[src/rtl/load_store_unit_pkg.sv]
// -----------------------------------------------------------------------------
// load_store_unit_pkg
// Shared definitions for the load/store unit: RV32 funct3 width/sign codes,
// FSM state encoding and small helpers for byte-lane generation.
//
// Contents:
//   F3_*            funct3 codes for loads and stores
//   lsu_state_t     FSM states IDLE / REQ / WAIT_RD / RESP
//   lane_byte_en()  byte enables for a width code and address low bits
//   lane_wdata()    store data replicated across all lanes of its width
//   is_misaligned() natural-alignment check (used only when
//                   LSU_MISALIGN_TRAP_EN is defined)
// -----------------------------------------------------------------------------
package load_store_unit_pkg;

    // Load codes
    localparam logic [2:0] F3_LB  = 3'b000;
    localparam logic [2:0] F3_LH  = 3'b001;
    localparam logic [2:0] F3_LW  = 3'b010;
    localparam logic [2:0] F3_LBU = 3'b100;
    localparam logic [2:0] F3_LHU = 3'b101;

    // Store codes
    localparam logic [2:0] F3_SB  = 3'b000;
    localparam logic [2:0] F3_SH  = 3'b001;
    localparam logic [2:0] F3_SW  = 3'b010;

    // funct3[1:0] carries the access width
    localparam logic [1:0] SZ_BYTE = 2'b00;
    localparam logic [1:0] SZ_HALF = 2'b01;

    typedef enum logic [1:0] {
        ST_IDLE    = 2'd0,
        ST_REQ     = 2'd1,
        ST_WAIT_RD = 2'd2,
        ST_RESP    = 2'd3
    } lsu_state_t;

    // Half accesses only look at addr[1] and word accesses always use lane 0,
    // so misaligned low bits are truncated to the natural alignment here.
    function automatic logic [3:0] lane_byte_en(input logic [2:0] funct3,
                                                input logic [1:0] addr_lo);
        logic [3:0] be;
        case (funct3[1:0])
            SZ_BYTE: be = 4'b0001 << addr_lo;
            SZ_HALF: be = addr_lo[1] ? 4'b1100 : 4'b0011;
            default: be = 4'b1111;
        endcase
        return be;
    endfunction

    function automatic logic [31:0] lane_wdata(input logic [2:0]  funct3,
                                               input logic [31:0] wdata);
        logic [31:0] wd;
        case (funct3[1:0])
            SZ_BYTE: wd = {4{wdata[7:0]}};
            SZ_HALF: wd = {2{wdata[15:0]}};
            default: wd = wdata;
        endcase
        return wd;
    endfunction

    function automatic logic is_misaligned(input logic [2:0] funct3,
                                           input logic [1:0] addr_lo);
        logic mis;
        case (funct3[1:0])
            SZ_BYTE: mis = 1'b0;
            SZ_HALF: mis = addr_lo[0];
            default: mis = (addr_lo != 2'b00);
        endcase
        return mis;
    endfunction

endpackage

[src/rtl/load_store_unit_load_align.sv]
// -----------------------------------------------------------------------------
// lsu_load_align
// Combinational load-data alignment: picks the addressed byte/half lane out of
// the returned memory word and sign- or zero-extends it to 32 bits.
//
// Ports:
//   i_funct3   load funct3 (LB/LH/LW/LBU/LHU)
//   i_addr_lo  captured byte address bits [1:0]
//   i_word     raw 32-bit word from memory
//   o_data     extended result
// -----------------------------------------------------------------------------
module lsu_load_align
    import load_store_unit_pkg::*;
(
    input  logic [2:0]  i_funct3,
    input  logic [1:0]  i_addr_lo,
    input  logic [31:0] i_word,
    output logic [31:0] o_data
);

    logic [7:0]  w_byte;
    logic [15:0] w_half;

    always_comb begin
        w_byte = 8'h00;
        w_half = 16'h0000;
        o_data = 32'h0;

        case (i_addr_lo)
            2'd0:    w_byte = i_word[7:0];
            2'd1:    w_byte = i_word[15:8];
            2'd2:    w_byte = i_word[23:16];
            default: w_byte = i_word[31:24];
        endcase

        // addr[0] is ignored for halves: misaligned halves fold onto the
        // naturally aligned lane.
        w_half = i_addr_lo[1] ? i_word[31:16] : i_word[15:0];

        case (i_funct3)
            F3_LB:   o_data = {{24{w_byte[7]}}, w_byte};
            F3_LBU:  o_data = {24'h0, w_byte};
            F3_LH:   o_data = {{16{w_half[15]}}, w_half};
            F3_LHU:  o_data = {16'h0, w_half};
            default: o_data = i_word;
        endcase
    end

endmodule

[src/rtl/load_store_unit.sv]
// -----------------------------------------------------------------------------
// load_store_unit
// Initiator end of the data-memory request/response protocol. Takes one load
// or store from the execute stage, issues a single memory transaction, and
// returns aligned/extended load data with a one-cycle done pulse. Only one
// transaction is ever outstanding.
//
// Optional build macro: LSU_MISALIGN_TRAP_EN
//   defined   - misaligned half/word ops issue no request and complete with
//               lsu_err_out on the next cycle.
//   undefined - low address bits are truncated to the natural alignment and
//               the access proceeds; lsu_err_out reports timeouts only.
//
// Handshake: a request is presented while data_valid_out is high and all
// request fields are held stable until the cycle data_ready_in is also high;
// that cycle completes the request phase. For loads, the data phase completes
// in the first cycle data_rdata_valid_in is high while waiting (this may be
// the request-acceptance cycle itself).
//
// Ports:
//   clk, rst                 clock, asynchronous active-high reset
//   lsu_*_in                 pipeline op (valid, load/store, funct3, addr,
//                            wdata, rd)
//   lsu_ready_out            high only in IDLE
//   lsu_done_out/err_out     one-cycle completion / error pulse
//   lsu_rdata_out/rd_out     extended load data / echoed rd, valid with done
//   data_*_out               memory request (word address, lane data, byte
//                            enables, read/write enables, valid)
//   data_ready_in            responder accepts request
//   data_rdata_valid_in/_in  read response
//   dbg_state_out            current FSM state
// -----------------------------------------------------------------------------
module load_store_unit
    import load_store_unit_pkg::*;
#(
    parameter int TIMEOUT_CYCLES = 256
) (
    input  logic        clk,
    input  logic        rst,

    input  logic        lsu_valid_in,
    input  logic        lsu_is_load_in,
    input  logic        lsu_is_store_in,
    input  logic [2:0]  lsu_funct3_in,
    input  logic [31:0] lsu_addr_in,
    input  logic [31:0] lsu_wdata_in,
    input  logic [4:0]  lsu_rd_in,
    output logic        lsu_ready_out,
    output logic        lsu_done_out,
    output logic [31:0] lsu_rdata_out,
    output logic [4:0]  lsu_rd_out,
    output logic        lsu_err_out,

    output logic [31:0] data_addr_out,
    output logic [31:0] data_wdata_out,
    output logic [3:0]  data_byte_en_out,
    output logic        data_read_en_out,
    output logic        data_write_en_out,
    output logic        data_valid_out,
    input  logic        data_ready_in,
    input  logic        data_rdata_valid_in,
    input  logic [31:0] data_rdata_in,

    output lsu_state_t  dbg_state_out
);

    localparam int CNT_RAW = $clog2(TIMEOUT_CYCLES + 1);
    localparam int CNT_W   = (CNT_RAW > 8) ? CNT_RAW : 8;
    // The counter is compared before it increments, so the last waiting
    // cycle is the one where it still reads TIMEOUT_CYCLES-1.
    localparam logic [CNT_W-1:0] CNT_LAST = CNT_W'(TIMEOUT_CYCLES - 1);

    lsu_state_t       r_state;
    lsu_state_t       w_state_next;

    logic             r_is_load;
    logic [2:0]       r_funct3;
    logic [31:0]      r_addr;
    logic [31:0]      r_wdata;
    logic [4:0]       r_rd;
    logic             r_err;
    logic [31:0]      r_rdata_word;
    logic [CNT_W-1:0] r_cnt;

    logic             w_accept;
    logic             w_misaligned;
    logic             w_capture;
    logic             w_timeout;
    logic [31:0]      w_load_data;

    assign w_accept = lsu_valid_in && (r_state == ST_IDLE) &&
                      (lsu_is_load_in || lsu_is_store_in);

`ifdef LSU_MISALIGN_TRAP_EN
    assign w_misaligned = is_misaligned(lsu_funct3_in, lsu_addr_in[1:0]);
`else
    assign w_misaligned = 1'b0;
`endif

    // ---------------- FSM state register ----------------
    always_ff @(posedge clk or posedge rst) begin
        if (rst) begin
            r_state <= ST_IDLE;
        end else begin
            r_state <= w_state_next;
        end
    end

    // ---------------- FSM next state and outputs ----------------
    always_comb begin
        w_state_next      = r_state;
        w_capture         = 1'b0;
        w_timeout         = 1'b0;
        lsu_ready_out     = 1'b0;
        lsu_done_out      = 1'b0;
        lsu_err_out       = 1'b0;
        lsu_rdata_out     = 32'h0;
        lsu_rd_out        = 5'd0;
        data_addr_out     = 32'h0;
        data_wdata_out    = 32'h0;
        data_byte_en_out  = 4'b0000;
        data_read_en_out  = 1'b0;
        data_write_en_out = 1'b0;
        data_valid_out    = 1'b0;

        case (r_state)
            ST_IDLE: begin
                lsu_ready_out = 1'b1;
                if (w_accept) begin
                    w_state_next = w_misaligned ? ST_RESP : ST_REQ;
                end
            end

            ST_REQ: begin
                data_valid_out    = 1'b1;
                data_addr_out     = {r_addr[31:2], 2'b00};
                data_byte_en_out  = lane_byte_en(r_funct3, r_addr[1:0]);
                data_wdata_out    = r_is_load ? 32'h0 : lane_wdata(r_funct3, r_wdata);
                data_read_en_out  = r_is_load;
                data_write_en_out = !r_is_load;
                if (data_ready_in) begin
                    if (!r_is_load) begin
                        w_state_next = ST_RESP;
                    end else if (data_rdata_valid_in) begin
                        // zero-latency responder: data arrives with acceptance
                        w_capture    = 1'b1;
                        w_state_next = ST_RESP;
                    end else begin
                        w_state_next = ST_WAIT_RD;
                    end
                end
            end

            ST_WAIT_RD: begin
                if (data_rdata_valid_in) begin
                    w_capture    = 1'b1;
                    w_state_next = ST_RESP;
                end else if (r_cnt == CNT_LAST) begin
                    w_timeout    = 1'b1;
                    w_state_next = ST_RESP;
                end
            end

            ST_RESP: begin
                lsu_done_out  = 1'b1;
                lsu_err_out   = r_err;
                lsu_rd_out    = r_rd;
                lsu_rdata_out = (r_is_load && !r_err) ? w_load_data : 32'h0;
                w_state_next  = ST_IDLE;
            end

            default: w_state_next = ST_IDLE;
        endcase
    end

    // ---------------- Op capture and response datapath ----------------
    always_ff @(posedge clk or posedge rst) begin
        if (rst) begin
            r_is_load    <= 1'b0;
            r_funct3     <= 3'b000;
            r_addr       <= 32'h0;
            r_wdata      <= 32'h0;
            r_rd         <= 5'd0;
            r_err        <= 1'b0;
            r_rdata_word <= 32'h0;
        end else begin
            if (w_accept) begin
                r_is_load    <= lsu_is_load_in;
                r_funct3     <= lsu_funct3_in;
                r_addr       <= lsu_addr_in;
                r_wdata      <= lsu_wdata_in;
                r_rd         <= lsu_rd_in;
                r_err        <= w_misaligned;
                r_rdata_word <= 32'h0;
            end
            if (w_capture) begin
                r_rdata_word <= data_rdata_in;
            end
            if (w_timeout) begin
                r_err <= 1'b1;
            end
        end
    end

    // Held at zero through REQ so it starts from zero on entry to WAIT_RD.
    always_ff @(posedge clk or posedge rst) begin
        if (rst) begin
            r_cnt <= '0;
        end else if (r_state == ST_WAIT_RD) begin
            r_cnt <= r_cnt + CNT_W'(1);
        end else begin
            r_cnt <= '0;
        end
    end

    lsu_load_align u_load_align (
        .i_funct3  (r_funct3),
        .i_addr_lo (r_addr[1:0]),
        .i_word    (r_rdata_word),
        .o_data    (w_load_data)
    );

    assign dbg_state_out = r_state;

endmodule

[config.mk]
export PLATFORM = sky130hd
export DESIGN_NAME = load_store_unit
export DESIGN_NICKNAME = d
export VERILOG_FILES = /design/src/rtl/load_store_unit_pkg.sv /design/src/rtl/load_store_unit_load_align.sv /design/src/rtl/load_store_unit.sv
export SDC_FILE = /design/constraint.sdc
export NUM_CORES = 1
export LEC_CHECK = 0
export ABC_CLOCK_PERIOD_IN_PS = 5600
export CORE_MARGIN = 2
export CORE_UTILIZATION = 50
export DETAILED_ROUTE_END_ITERATION = 7
export DONT_BUFFER_PORTS = 1
export MAX_ROUTING_LAYER = met4
export PLACE_DENSITY_LB_ADDON = 0.2
export SYNTH_ARGS = -nofsm -noshare
export SYNTH_HDL_FRONTEND = slang
export SYNTH_SLANG_ARGS = --single-unit
[constraint.sdc]
create_clock -name clk -period 5.6 [get_ports clk]
set_input_delay 0.56 -clock clk [delete_from_list [all_inputs] [get_ports clk]]
set_output_delay 0.56 -clock clk [all_outputs]
set_load 0.1 [all_outputs]
==> run summary <==
The run finished with clean final reports. For this run, the top clock speed supported by timing is 251 MHz. After synthesis, the mean cell area works out to 9.80 um2. In the routed layout, each cell is associated on average with a via count of 5.68.

For the final routed database, the setup TNS stands at 0 ps. Complex-gate fraction of the synthesized area: 10.1%. After clock tree synthesis, the clock-pin slew on the worst setup and hold paths is 60 ps. The post-synthesis share of cell area spent on xor and xnor gates was 0.725%; the number of placed cells counting well taps was 797. Number of global-route vias before repair: 4885. Clock skew on the completed layout was measured at 7.79 ps. For the total iterations of the first detailed-routing run, the log shows 4. Once the clock tree was built, the resizer swapped 0 gates to a different size. The number of nets at the end of the flow is 786, and the boundary pin count is 224. The signed area change from the synthesized netlist to the final layout is 24.6%.

The finished cells cover 0.00753 mm2. The run gives 4 as the total number of H-tree levels. The share of layout cells above drive strength 1 was 34.5%; the number of design rule violations left after detail routing was 0. The tools report the clock net sink count as 117. The number of cells on the worst reg-to-reg path is 6. The pin count of the biggest net entering global routing was 75; the count of final setup violators was 0. In this run the worst setup path terminates at lsu_rdata_out[29].

The tools report the master cell of the clock root buffer as sky130_fd_sc_hd__clkbuf_16. After clock tree synthesis, the setup repair step added 0 buffers. Yosys printed 0 warnings. The floorplan step defined a die boundary enclosing 0.0130 mm2. For the starting DRC count in detailed routing, the log shows 349. The setup path with the least slack is of type register to output port. The worst setup path is launched from a register. The tools report the number of max-slew violations in the final report as 0. Post-synthesis cell type count: 41. For the number of hold violations in the final report, the log shows 0.

The capture instance of the worst register-to-register path is r_rd[4]. The layout has 986 filler cells. STA classifies the critical path endpoint as an output port.

TritonCTS built the clock tree. The worst path needs 3990 ps of the cycle, external delays included. The run gives 2 as the maximum root-to-sink buffer count. For the worst-skew pair, the clock arrives at the later sink with an insertion delay of 420 ps.

The max capacitance violation total is 0, and the count of placed standard cells in the final layout, fillers left out is 831. The portion of netlist area occupied by mux cells was 17.9%. The origin of the critical flop-to-flop path is dbg_state_out[0]. Summing the areas of all fa, ha and maj instances in the mapped netlist gives 1.24% of the synthesized area.

The area of the placeable core came out at 0.0119 mm2. For flop-to-flop paths, the worst setup slack is 1740 ps. The library cell used most frequently in the layout, excluding fill and tap cells, is sky130_fd_sc_hd__nand2_1. For the initial antenna violation count, the log shows 2. The total clock buffers created by CTS is 17.

The sequential cell area fraction in the yosys report is 48.5%, and the flop and latch count out of synthesis is 117. The final clock period utilization by the worst path was 71.2%; the wire length after detailed routing was 16.2 mm. After global routing the overflow that remains totals 0. The logs give 50.7% for the starting utilization of the core area and 26.1% for the aggregate global-route resource usage.

Port buffering added 0 buffers. The startpoint of the most critical setup path was dbg_state_out[1]. The worst pin sits at a relative slew slack of 18.9%.

The cell area after technology mapping came out at 0.00604 mm2. The die outline width was 114 um; the fraction of the mapped netlist area in simple logic gates was 17.8%. The top cell types in the final layout, fill and taps aside, are sky130_fd_sc_hd__nand2_1, sky130_fd_sc_hd__dfrtp_1, sky130_fd_sc_hd__mux2_2. Synthesis produced a netlist whose cell count is 616. The mean routed wirelength per cell is 19.5 um, and the required time of the critical path is 5040 ps. The die is 114 um tall.

For the site row count, the log shows 40. The tightest min-delay check is of the input pin to asynchronous set/reset pin type. The instance area at placement is 0.00691 mm2, and the first-pass GRT wire length is 25.4 mm. The detailed router placed 4723 vias in this run. The run gives 0 as the number of hold buffers added after CTS.

By area, the combinational part of the netlist is dominated by multiplexers. In this run the remaining antenna-violating nets after routing total 0. Detailed placement ended at an HPWL of 11.5 mm. Setup repair after global routing left no endpoint under its margin.

For the pin with the worst max-slew slack, the measured transition is 1220 ps. At the worst endpoint, the arrival time is 3430 ps. Of all nets on the critical path, the largest fanout is 16. The congestion estimate from routability-driven global placement came to 0.878.
## cells by family after synthesis
kind of cell	Yosys count
AO/OA/AOI/OAI	102
multiplexers	97
buffers and inverters	52
XOR/XNOR	5
flip-flops	117
other	1
AND/OR/NAND/NOR	236
adder cells (fa/ha/maj)	6
## worst max-delay path, stage by stage (launching register included)
cell,delay (ps)
sky130_fd_sc_hd__dfrtp_1,1010
sky130_fd_sc_hd__ha_1,330
sky130_fd_sc_hd__nand3b_1,80
sky130_fd_sc_hd__buf_4,200
sky130_fd_sc_hd__nor2_1,820
sky130_fd_sc_hd__nand2_1,140
sky130_fd_sc_hd__nand2_1,110
sky130_fd_sc_hd__buf_4,300
## worst min path at each step
stage	cells after the start	start	slack [ps]	endpoint
2_1_floorplan	1	r_cnt[0]	430	r_cnt[0]
3_3_place_gp	1	r_cnt[0]	450	r_cnt[0]
3_5_place_dp	1	r_cnt[0]	460	r_cnt[0]
4_1_cts	1	rst	240	r_addr[21]
5_1_grt	2	data_rdata_in[27]	260	r_rdata_word[27]
6_report	1	rst	210	r_wdata[19]
## layout make-up
class	instances	area, um2	share of cell area [%]
Antenna cell	2	5.00	0.0665
Clock buffer	17	425	5.65
Clock inverter	15	183	2.43
Inverter	12	47.5	0.632
Multi-Input combinational cell	448	3070	40.7
Sequential cell	117	2930	38.9
Tap cell	147	184	2.44
Timing Repair Buffer	73	688	9.14
## metrics by stage
stage | hold WS, ps | worst slack, ps | util [%]
after CTS | 240 | 1540 | 63.1
after detailed placement | 457 | 1760 | 58.0
after global routing | 264 | 1410 | 63.2
after global placement | 450 | 1830 | 58.0
final | 210 | 1610 | 63.2
after floorplan | 431 | 375 | -
## sequential cells by signal (all words and copies together) (netlist names)
register       cells
r_addr            32
r_wdata           32
r_cnt              9
r_funct3           3
r_rdata_word      32
r_is_load          1
r_err              1
dbg_state_out      2
r_rd               5
## cells in the mapped netlist (all sizes together)
master,instances,area share [%]
nand2,122,7.6
dfrtp,117,48
mux2,78,15
and2,51,5.3
o21ai,46,3.8
nor2,38,2.4
a21oi,32,2.7
clkbuf,28,1.7
mux2i,18,3.0
buf,12,1.2
inv,12,0.75
ha,6,1.2
a31oi,5,0.52
nor3,5,0.41
a22oi,4,0.50
and3,4,0.41
nor2b,4,0.41
o32ai,4,0.58
a32oi,3,0.44
nand3,3,0.25
or3,3,0.31
xnor2,3,0.44
o221a,2,0.37
xor2,2,0.29
a2111oi,1,0.15
a21boi,1,0.12
a21o,1,0.12
a221oi,1,0.44
a32o,1,0.17
and3b,1,0.15
conb,1,0.062
mux4,1,0.37
nand2b,1,0.10
nand3b,1,0.12
o211ai,1,0.21
or2,1,0.10
or2b,1,0.12
or4,1,0.19
## layer usage
layer  global-route usage (%)  up-vias  routed length [um]
met3                     7.92       16                1280
met5                        -        -                   0
met4                     8.86        0                 233
li1                         -     2194                   -
met1                     31.6     2306                6530
met2                     42.0      207                8180
Power is left out: the tool's default activity adds up to more than one toggle a clock period on the data nets, which glitch-free logic cannot reach.
